`src/rtl/suit_match_pkg.sv`:
```
// Shared definitions for the suit kernel matcher.
//   state_t           : scheduler FSM states
//   HEART..SPADE      : kernel ROM bank order
//   score_w / idx_w   : widths of the mismatch score and the kernel index
package suit_match_pkg;

  typedef enum logic [2:0] {
    IDLE    = 3'd0,
    ISSUE   = 3'd1,
    DRAIN   = 3'd2,
    COMPARE = 3'd3,
    DONE    = 3'd4
  } state_t;

  localparam int HEART   = 0;
  localparam int DIAMOND = 1;
  localparam int CLUB    = 2;
  localparam int SPADE   = 3;

  // Must hold KSIZE itself (a fully mismatching window).
  function automatic int score_w(input int ksize);
    return $clog2(ksize + 1);
  endfunction

  function automatic int idx_w(input int n);
    return (n > 1) ? $clog2(n) : 1;
  endfunction

endpackage

```
`src/rtl/suit_kernel_scheduler_latency_tag_pipe.sv`:
```
// Valid-tag delay line matching the memory read latency.
//   i_clk, i_rst_n : clock, asynchronous active-low reset
//   i_flush        : synchronous clear of every in-flight tag
//   i_vld          : tag entering this cycle
//   o_vld          : tag that entered DEPTH cycles earlier
module latency_tag_pipe #(
  parameter int DEPTH = 2
) (
  input  logic i_clk,
  input  logic i_rst_n,
  input  logic i_flush,
  input  logic i_vld,
  output logic o_vld
);

  logic [DEPTH-1:0] r_tag;

  always_ff @(posedge i_clk or negedge i_rst_n) begin
    if (!i_rst_n) begin
      r_tag <= '0;
    end else if (i_flush) begin
      r_tag <= '0;
    end else begin
      r_tag[0] <= i_vld;
      for (int i = 1; i < DEPTH; i++) r_tag[i] <= r_tag[i-1];
    end
  end

  assign o_vld = r_tag[DEPTH-1];

endmodule

```
`src/rtl/suit_kernel_scheduler.sv`:
```
// Runs one XOR-match datapath over NUM_KERNELS stored suit kernels for a
// captured corner mask and reports the kernel with the fewest mismatches.
//   clk, rst          : clock, asynchronous active-low reset
//   start, abort      : begin a run / cancel the current run
//   mask_rd_addr      : mask buffer address, data on mask_bit RD_LAT later
//   kernel_rd_addr    : kernel ROM address, data on kernel_bit RD_LAT later
//   busy              : run in progress
//   score_valid/idx   : per-kernel mismatch count pulse
//   done              : run complete; best_idx/best_score/match valid
module suit_kernel_scheduler
  import suit_match_pkg::*;
#(
  parameter int KSIZE        = 812,
  parameter int NUM_KERNELS  = 4,
  parameter int RD_LAT       = 2,
  parameter int MATCH_THRESH = 200,
  localparam int AW  = $clog2(KSIZE),
  localparam int KAW = $clog2(NUM_KERNELS * KSIZE),
  localparam int IW  = idx_w(NUM_KERNELS),
  localparam int SW  = score_w(KSIZE)
) (
  input  logic           clk,
  input  logic           rst,
  input  logic           start,
  input  logic           abort,
  output logic [AW-1:0]  mask_rd_addr,
  input  logic           mask_bit,
  output logic [KAW-1:0] kernel_rd_addr,
  input  logic           kernel_bit,
  output logic           busy,
  output logic           score_valid,
  output logic [IW-1:0]  score_idx,
  output logic [SW-1:0]  score,
  output logic           done,
  output logic [IW-1:0]  best_idx,
  output logic [SW-1:0]  best_score,
  output logic           match
);

  localparam int DW = $clog2(RD_LAT + 1);

  state_t          r_state;
  logic [AW-1:0]   r_a;
  logic [IW-1:0]   r_k;
  logic [DW-1:0]   r_drain;
  logic [SW-1:0]   r_acc;
  // Committed result of the last completed run; restored on abort.
  logic [IW-1:0]   r_cm_best_idx;
  logic [SW-1:0]   r_cm_best_score;
  logic            r_cm_match;

  logic            w_tag_out;
  logic            w_flush;
  logic            w_issue;
  logic [SW-1:0]   w_acc_next;
  logic [SW-1:0]   w_best_score_next;
  logic [IW-1:0]   w_best_idx_next;

  assign w_issue = (r_state == ISSUE);
  assign w_flush = abort && (r_state != IDLE);

  latency_tag_pipe #(.DEPTH(RD_LAT)) u_tag_pipe (
    .i_clk   (clk),
    .i_rst_n (rst),
    .i_flush (w_flush),
    .i_vld   (w_issue),
    .o_vld   (w_tag_out)
  );

  // Returning tag lines up with the data read for its address; saturate at KSIZE.
  always_comb begin
    w_acc_next = r_acc;
    if (w_tag_out && ((mask_bit ^ kernel_bit) == 1'b1) && (r_acc != SW'(KSIZE)))
      w_acc_next = r_acc + 1'b1;
  end

  // Strict less-than keeps the lower index on a tie.
  always_comb begin
    w_best_score_next = best_score;
    w_best_idx_next   = best_idx;
    if (r_acc < best_score) begin
      w_best_score_next = r_acc;
      w_best_idx_next   = r_k;
    end
  end

  always_ff @(posedge clk or negedge rst) begin
    if (!rst) begin
      r_state         <= IDLE;
      r_a             <= '0;
      r_k             <= '0;
      r_drain         <= '0;
      r_acc           <= '0;
      r_cm_best_idx   <= '0;
      r_cm_best_score <= '0;
      r_cm_match      <= 1'b0;
      mask_rd_addr    <= '0;
      kernel_rd_addr  <= '0;
      busy            <= 1'b0;
      score_valid     <= 1'b0;
      score_idx       <= '0;
      score           <= '0;
      done            <= 1'b0;
      best_idx        <= '0;
      best_score      <= '0;
      match           <= 1'b0;
    end else begin
      score_valid <= 1'b0;
      done        <= 1'b0;
      if (w_flush) begin
        r_state    <= IDLE;
        busy       <= 1'b0;
        r_acc      <= '0;
        best_idx   <= r_cm_best_idx;
        best_score <= r_cm_best_score;
        match      <= r_cm_match;
      end else begin
        case (r_state)
          IDLE: begin
            if (start && !abort) begin
              r_state        <= ISSUE;
              busy           <= 1'b1;
              r_k            <= '0;
              r_a            <= '0;
              r_acc          <= '0;
              best_score     <= '1;
              best_idx       <= '0;
              match          <= 1'b0;
              mask_rd_addr   <= '0;
              kernel_rd_addr <= '0;
            end
          end
          ISSUE: begin
            r_acc <= w_acc_next;
            if (r_a == AW'(KSIZE - 1)) begin
              r_state <= DRAIN;
              r_drain <= '0;
            end else begin
              r_a            <= r_a + 1'b1;
              mask_rd_addr   <= r_a + 1'b1;
              kernel_rd_addr <= kernel_rd_addr + 1'b1;
            end
          end
          DRAIN: begin
            r_acc <= w_acc_next;
            if (r_drain == DW'(RD_LAT - 1)) begin
              r_state     <= COMPARE;
              score_valid <= 1'b1;
              score       <= w_acc_next;
              score_idx   <= r_k;
            end else begin
              r_drain <= r_drain + 1'b1;
            end
          end
          COMPARE: begin
            best_score <= w_best_score_next;
            best_idx   <= w_best_idx_next;
            r_acc      <= '0;
            r_a        <= '0;
            if (r_k == IW'(NUM_KERNELS - 1)) begin
              r_state <= DONE;
              done    <= 1'b1;
              match   <= (int'(w_best_score_next) <= MATCH_THRESH);
            end else begin
              r_k            <= r_k + 1'b1;
              r_state        <= ISSUE;
              mask_rd_addr   <= '0;
              // Kernels are stored back-to-back, so the next base is one past.
              kernel_rd_addr <= kernel_rd_addr + 1'b1;
            end
          end
          DONE: begin
            r_state         <= IDLE;
            busy            <= 1'b0;
            r_cm_best_idx   <= best_idx;
            r_cm_best_score <= best_score;
            r_cm_match      <= match;
          end
          default: r_state <= IDLE;
        endcase
      end
    end
  end

endmodule
```
`config.mk`:
```
export PLATFORM = sky130hd
export DESIGN_NAME = suit_kernel_scheduler
export DESIGN_NICKNAME = d
export VERILOG_FILES = /design/src/rtl/suit_match_pkg.sv /design/src/rtl/suit_kernel_scheduler_latency_tag_pipe.sv /design/src/rtl/suit_kernel_scheduler.sv
export SDC_FILE = /design/constraint.sdc
export NUM_CORES = 1
export LEC_CHECK = 0
export ABC_CLOCK_PERIOD_IN_PS = 2400
export CORE_UTILIZATION = 30
export CTS_CLUSTER_DIAMETER = 150
export CTS_CLUSTER_SIZE = 14
export DETAILED_ROUTE_END_ITERATION = 16
export GPL_ROUTABILITY_DRIVEN = 1
export PLACE_DENSITY = 0.46
export SYNTH_ARGS = -nofsm -noshare
export SYNTH_HDL_FRONTEND = slang
export SYNTH_SLANG_ARGS = --single-unit
export TNS_END_PERCENT = 100
```
`constraint.sdc`:
```
create_clock -name clk -period 2.4 [get_ports clk]
set_clock_uncertainty 0.05 [all_clocks]
set_input_delay 0.72 -clock clk [delete_from_list [all_inputs] [get_ports clk]]
set_output_delay 0.72 -clock clk [all_outputs]
set_load 0.05 [all_outputs]
```
==> summary.md, run 1 <==
| Metric | Value |
|---|---|
| Crit path largest cell delay | `0.82 ns` |
| Vias in the first global route | `4,007` |
| H-tree depth | `3` |
| Startpoint Class | `flip-flop` |
| Fmax | `427 MHz` |
| Status | `finished clean` |
| Crit path max fanout | `4` |
| Hpwl dp | `8820 µm` |
| Part of the power in the clock network | `0.259` |
| Compound-gate portion of the synthesized area | `0.157` |
| Worst slew pin tran | `0.533 ns` |
| Max-slew violation count | `0` |
| Antenna-violating nets left | `0` |
| Worst-path clk slew | `0.07 ns` |
| CP endpoint kind | `primary output` |
| Reg power frac | `0.317` |
| WS Path Type | `flip-flop to primary output` |
| Total Wirelength | `12,000 µm` |
| Placement Setup Slack | `-0.302 ns` |
| Met2 Wirelength | `6050 µm` |
| Initial antenna violation count | `0` |
| Internal power | `3900 µW` |
| Mux cell area share after synthesis | `0.0355` |
| CTS tree | `built` |
| Die H | `127 µm` |
| Drt via density | `4.97` |
| Bufs and invs on worst path | `1` |
| Final worst-path setup slack | `0.0578 ns` |
| Distinct cells, synth | `56` |
| Worst reg2reg startpoint | `best_score[4]$_DFFE_PN0P_` |
| Nets | `606` |
| Simple logic cell fraction of the synthesized area | `0.185` |
| Max-cap viol count | `0` |
| Metal3 WL | `374 µm` |
| Post-synth EDFFs | `0` |
| 1st-pass router iterations | `4` |
| Buffers on Ports | `55` |
| Worst-skew pair later-pin latency | `0.35 ns` |
| Setup violations, final | `0` |
| Rel. slew slack | `0.642` |
| Fill count | `1,543` |
| Ports | `56` |
| Comb power frac | `0.425` |
| Final hold violations | `0` |
| Area grow syn2layout | `34.2%` |
| DIE AREA | `16,100 µm²` |
| Lkg Pwr | `0.00286 µW` |
| Synth Area per Inst | `9.75 µm²` |
| Sw Pwr | `2420 µW` |
| CTS Buffer Depth | `2` |
| Syn nets | `501` |
| Share of the synthesized area in the top cell type | `0.492` |
| Sequential area share after synthesis | `0.492` |
| Met1 WL | `5420 µm` |
| GRT overflow | `0` |
| Post-synthesis xor/xnor area fraction | `0.0486` |
| Initial drt markers | `169` |
| Post-synth top flop | `dfrtp_1` |
| R2R depth | `8` |
| Power Dens Cells | `1010 nW/µm²` |
| Crit path from | `kernel_rd_addr[8]$_DFFE_PN0P_` |
| R2R setup slack | `0.07 ns` |
| Worst-path cell chain | `clkdlybuf4s50_1` |
| Die span in x | `127 µm` |
| Worst EP arrival | `1.57 ns` |
| Design Power | `6320 µW` |
| Cell Rows | `45` |
| RSZ-0062 raised after global routing | `true` |
| Tcrit/Tclk final | `0.976` |
| Yosys reg bits | `92` |
| Layout cells sized above 1 | `0.225` |
| Placer Congestion | `0.765` |
| WL/cell | `15.5 µm` |
| First-pass GRT wire length | `20,000 µm` |
| Delay-heaviest family, CP | `buffers and inverters` |
| Worst Hold Class | `input port to async pin` |
| Dominant cells by area after synthesis | `dfrtp_1 49%, o21ai_0 5.2%, nand2_1 4.2%` |
| Root Driver | `clkbuf_16` |
| RR Endpoint | `best_score[1]$_DFFE_PN0P_` |
| GRT Overall Usage | `0.159` |
| Adder-Cell Fraction of Synth Area | `0.0401` |
| Total CTS buffers | `9` |
| Largest net degree at the start of global routing | `34` |
| Largest family of logic cells by synthesized area | `simple AND/OR/NAND/NOR gates` |
| Drc violations | `0` |
| Slowest CP cell | `clkdlybuf4s50_1` |
| Asr flop ratio synth | `1.00` |
| Cell Area, Synth | `4680 µm²` |
| Core Area | `15,200 µm²` |
| Max IR drop VDD | `553 µV` |
| Yosys warning total | `0` |
| DR vias | `3,864` |
| Sink Count | `92` |
| Starting Density | `0.308` |
| Sw Share | `0.383` |
| Hold WS | `0.272 ns` |
| Post-Synthesis Cells | `480` |
| Dominant cell type by area after synthesis | `dfrtp_1` |
| Crit path time final | `2.34 ns` |
| Ant. Diodes | `0` |
| Worst EP required | `1.63 ns` |
| Highest Signal Layer | `met4` |
## placed cells by master (no fill, tap or decap), drive strengths merged, types with 5 or more instances in the layout
master and count:
dfrtp 92, buf 71, nand2 53, o21ai 50
clkdlybuf4s50 39, nor2 34, inv 23, xnor2 19
ha 15, and3 13, mux2 13, nand2b 12
a21oi 12, or2 11, o221a 10, a31oi 9
clkbuf 9, nand3 8, o31ai 8, nor3 7
xor2 7, dlygate4sd2 7, and2 5, nand4 5
nor2b 5, or3 5
## flip-flops by register name, summed over array words and instances, names as in the netlist, 2 cells and up
| signal | count |
|---|---|
| score | 10 |
| r_state | 3 |
| score_idx | 2 |
| best_score | 10 |
| r_cm_best_idx | 2 |
| r_drain | 2 |
| r_acc | 10 |
| r_a | 10 |
| kernel_rd_addr | 12 |
| u_tag_pipe.r_tag | 2 |
| r_k | 2 |
| best_idx | 2 |
| r_cm_best_score | 10 |
| mask_rd_addr | 10 |
## Yosys cell counts, types with 3 or more instances
cell type	count
dfrtp_1	92
nand2_1	53
o21ai_0	49
nor2_1	34
inv_1	23
xnor2_1	19
clkbuf_1	17
ha_1	15
and3_1	13
mux2_2	13
nand2b_1	12
a21oi_1	11
a31oi_1	9
or2_2	9
nand3_1	8
o221a_1	8
o31ai_1	8
nor3_1	7
xor2_1	7
and2_1	5
nand4_1	5
nor2b_1	5
or3_1	5
buf_2	4
nor3b_1	4
nor4_1	4
o21a_1	3
## routing by layer
metal	vias up	GRT usage
li1	1893	-
met3	15	0.0371
met1	1901	0.190
met4	0	0.0546
met2	55	0.281
met5	-	0
## logic make-up after synthesis
family	count (synthesis)
and+or+nand+nor	173
buffers and inverters	48
muxes	15
DFF	92
AOI/OAI and AO/OA	111
xor gates and xnor gates	26
adders and majority gates	15
## power groups by stage
stage                     logic [µW]  registers, µW  clock network, µW
after floorplan                  963           2650                  0
after global placement          2640           2030                  0
after detailed placement        2670           2030                  0
after CTS                       2690           2010               1690
after global routing            2910           2040               1760
final                           2680           2000               1630
## area by class of cell
cell class / instances / area, µm² / share of cell area
clock buffer: 9 / 225 / 0.0358
timing repair buffer: 119 / 1080 / 0.171
inverter: 23 / 86.3 / 0.0137
clock inverter: 7 / 115 / 0.0183
sequential: 92 / 2310 / 0.368
tap: 188 / 235 / 0.0374
multi-input combinational: 340 / 2230 / 0.355
## worst max path at each step
| stage | end | slack (ns) | cells past startpoint |
|---|---|---|---|
| finish | kernel_rd_addr[8] | 0.06 | 1 |
| global route | best_score[1]$_DFFE_PN0P_ | -0.04 | 9 |
| CTS | kernel_rd_addr[0] | 0.01 | 1 |
| detailed placement | best_score[1]$_DFFE_PN0P_ | -0.30 | 6 |
| global placement | best_score[1]$_DFFE_PN0P_ | -0.23 | 6 |
| floorplan | best_score[2]$_DFFE_PN0P_ | -0.1 | 10 |
## per-stage QoR
step                cells  instance area, µm²  utilization  TNS [ns]
floorplan             480                4710            -    -0.696
global placement      761                5880        0.387     -7.16
detailed placement    761                5880        0.387     -8.63
CTS                   778                6240        0.411         0
global route          778                6280        0.413   -0.0781
finish                778                6280        0.413         0
## repair_timing
action / in CTS / in global routing
resized for setup: 11 / 8
setup buffers: 1 / 0
pin swaps: 1 / 4
hold buffers: 0 / 0
endpoints found under the setup margin: 19 / 12
cloned: 0 / 0
Note: power is estimated with default switching activity, not from simulation.
==> run 2: changes to the inputs <==
CAP_MARGIN = 20   (was unset)
==> results of run 2 <==
Final layout, timing and power as in run 1 (identical DEF).
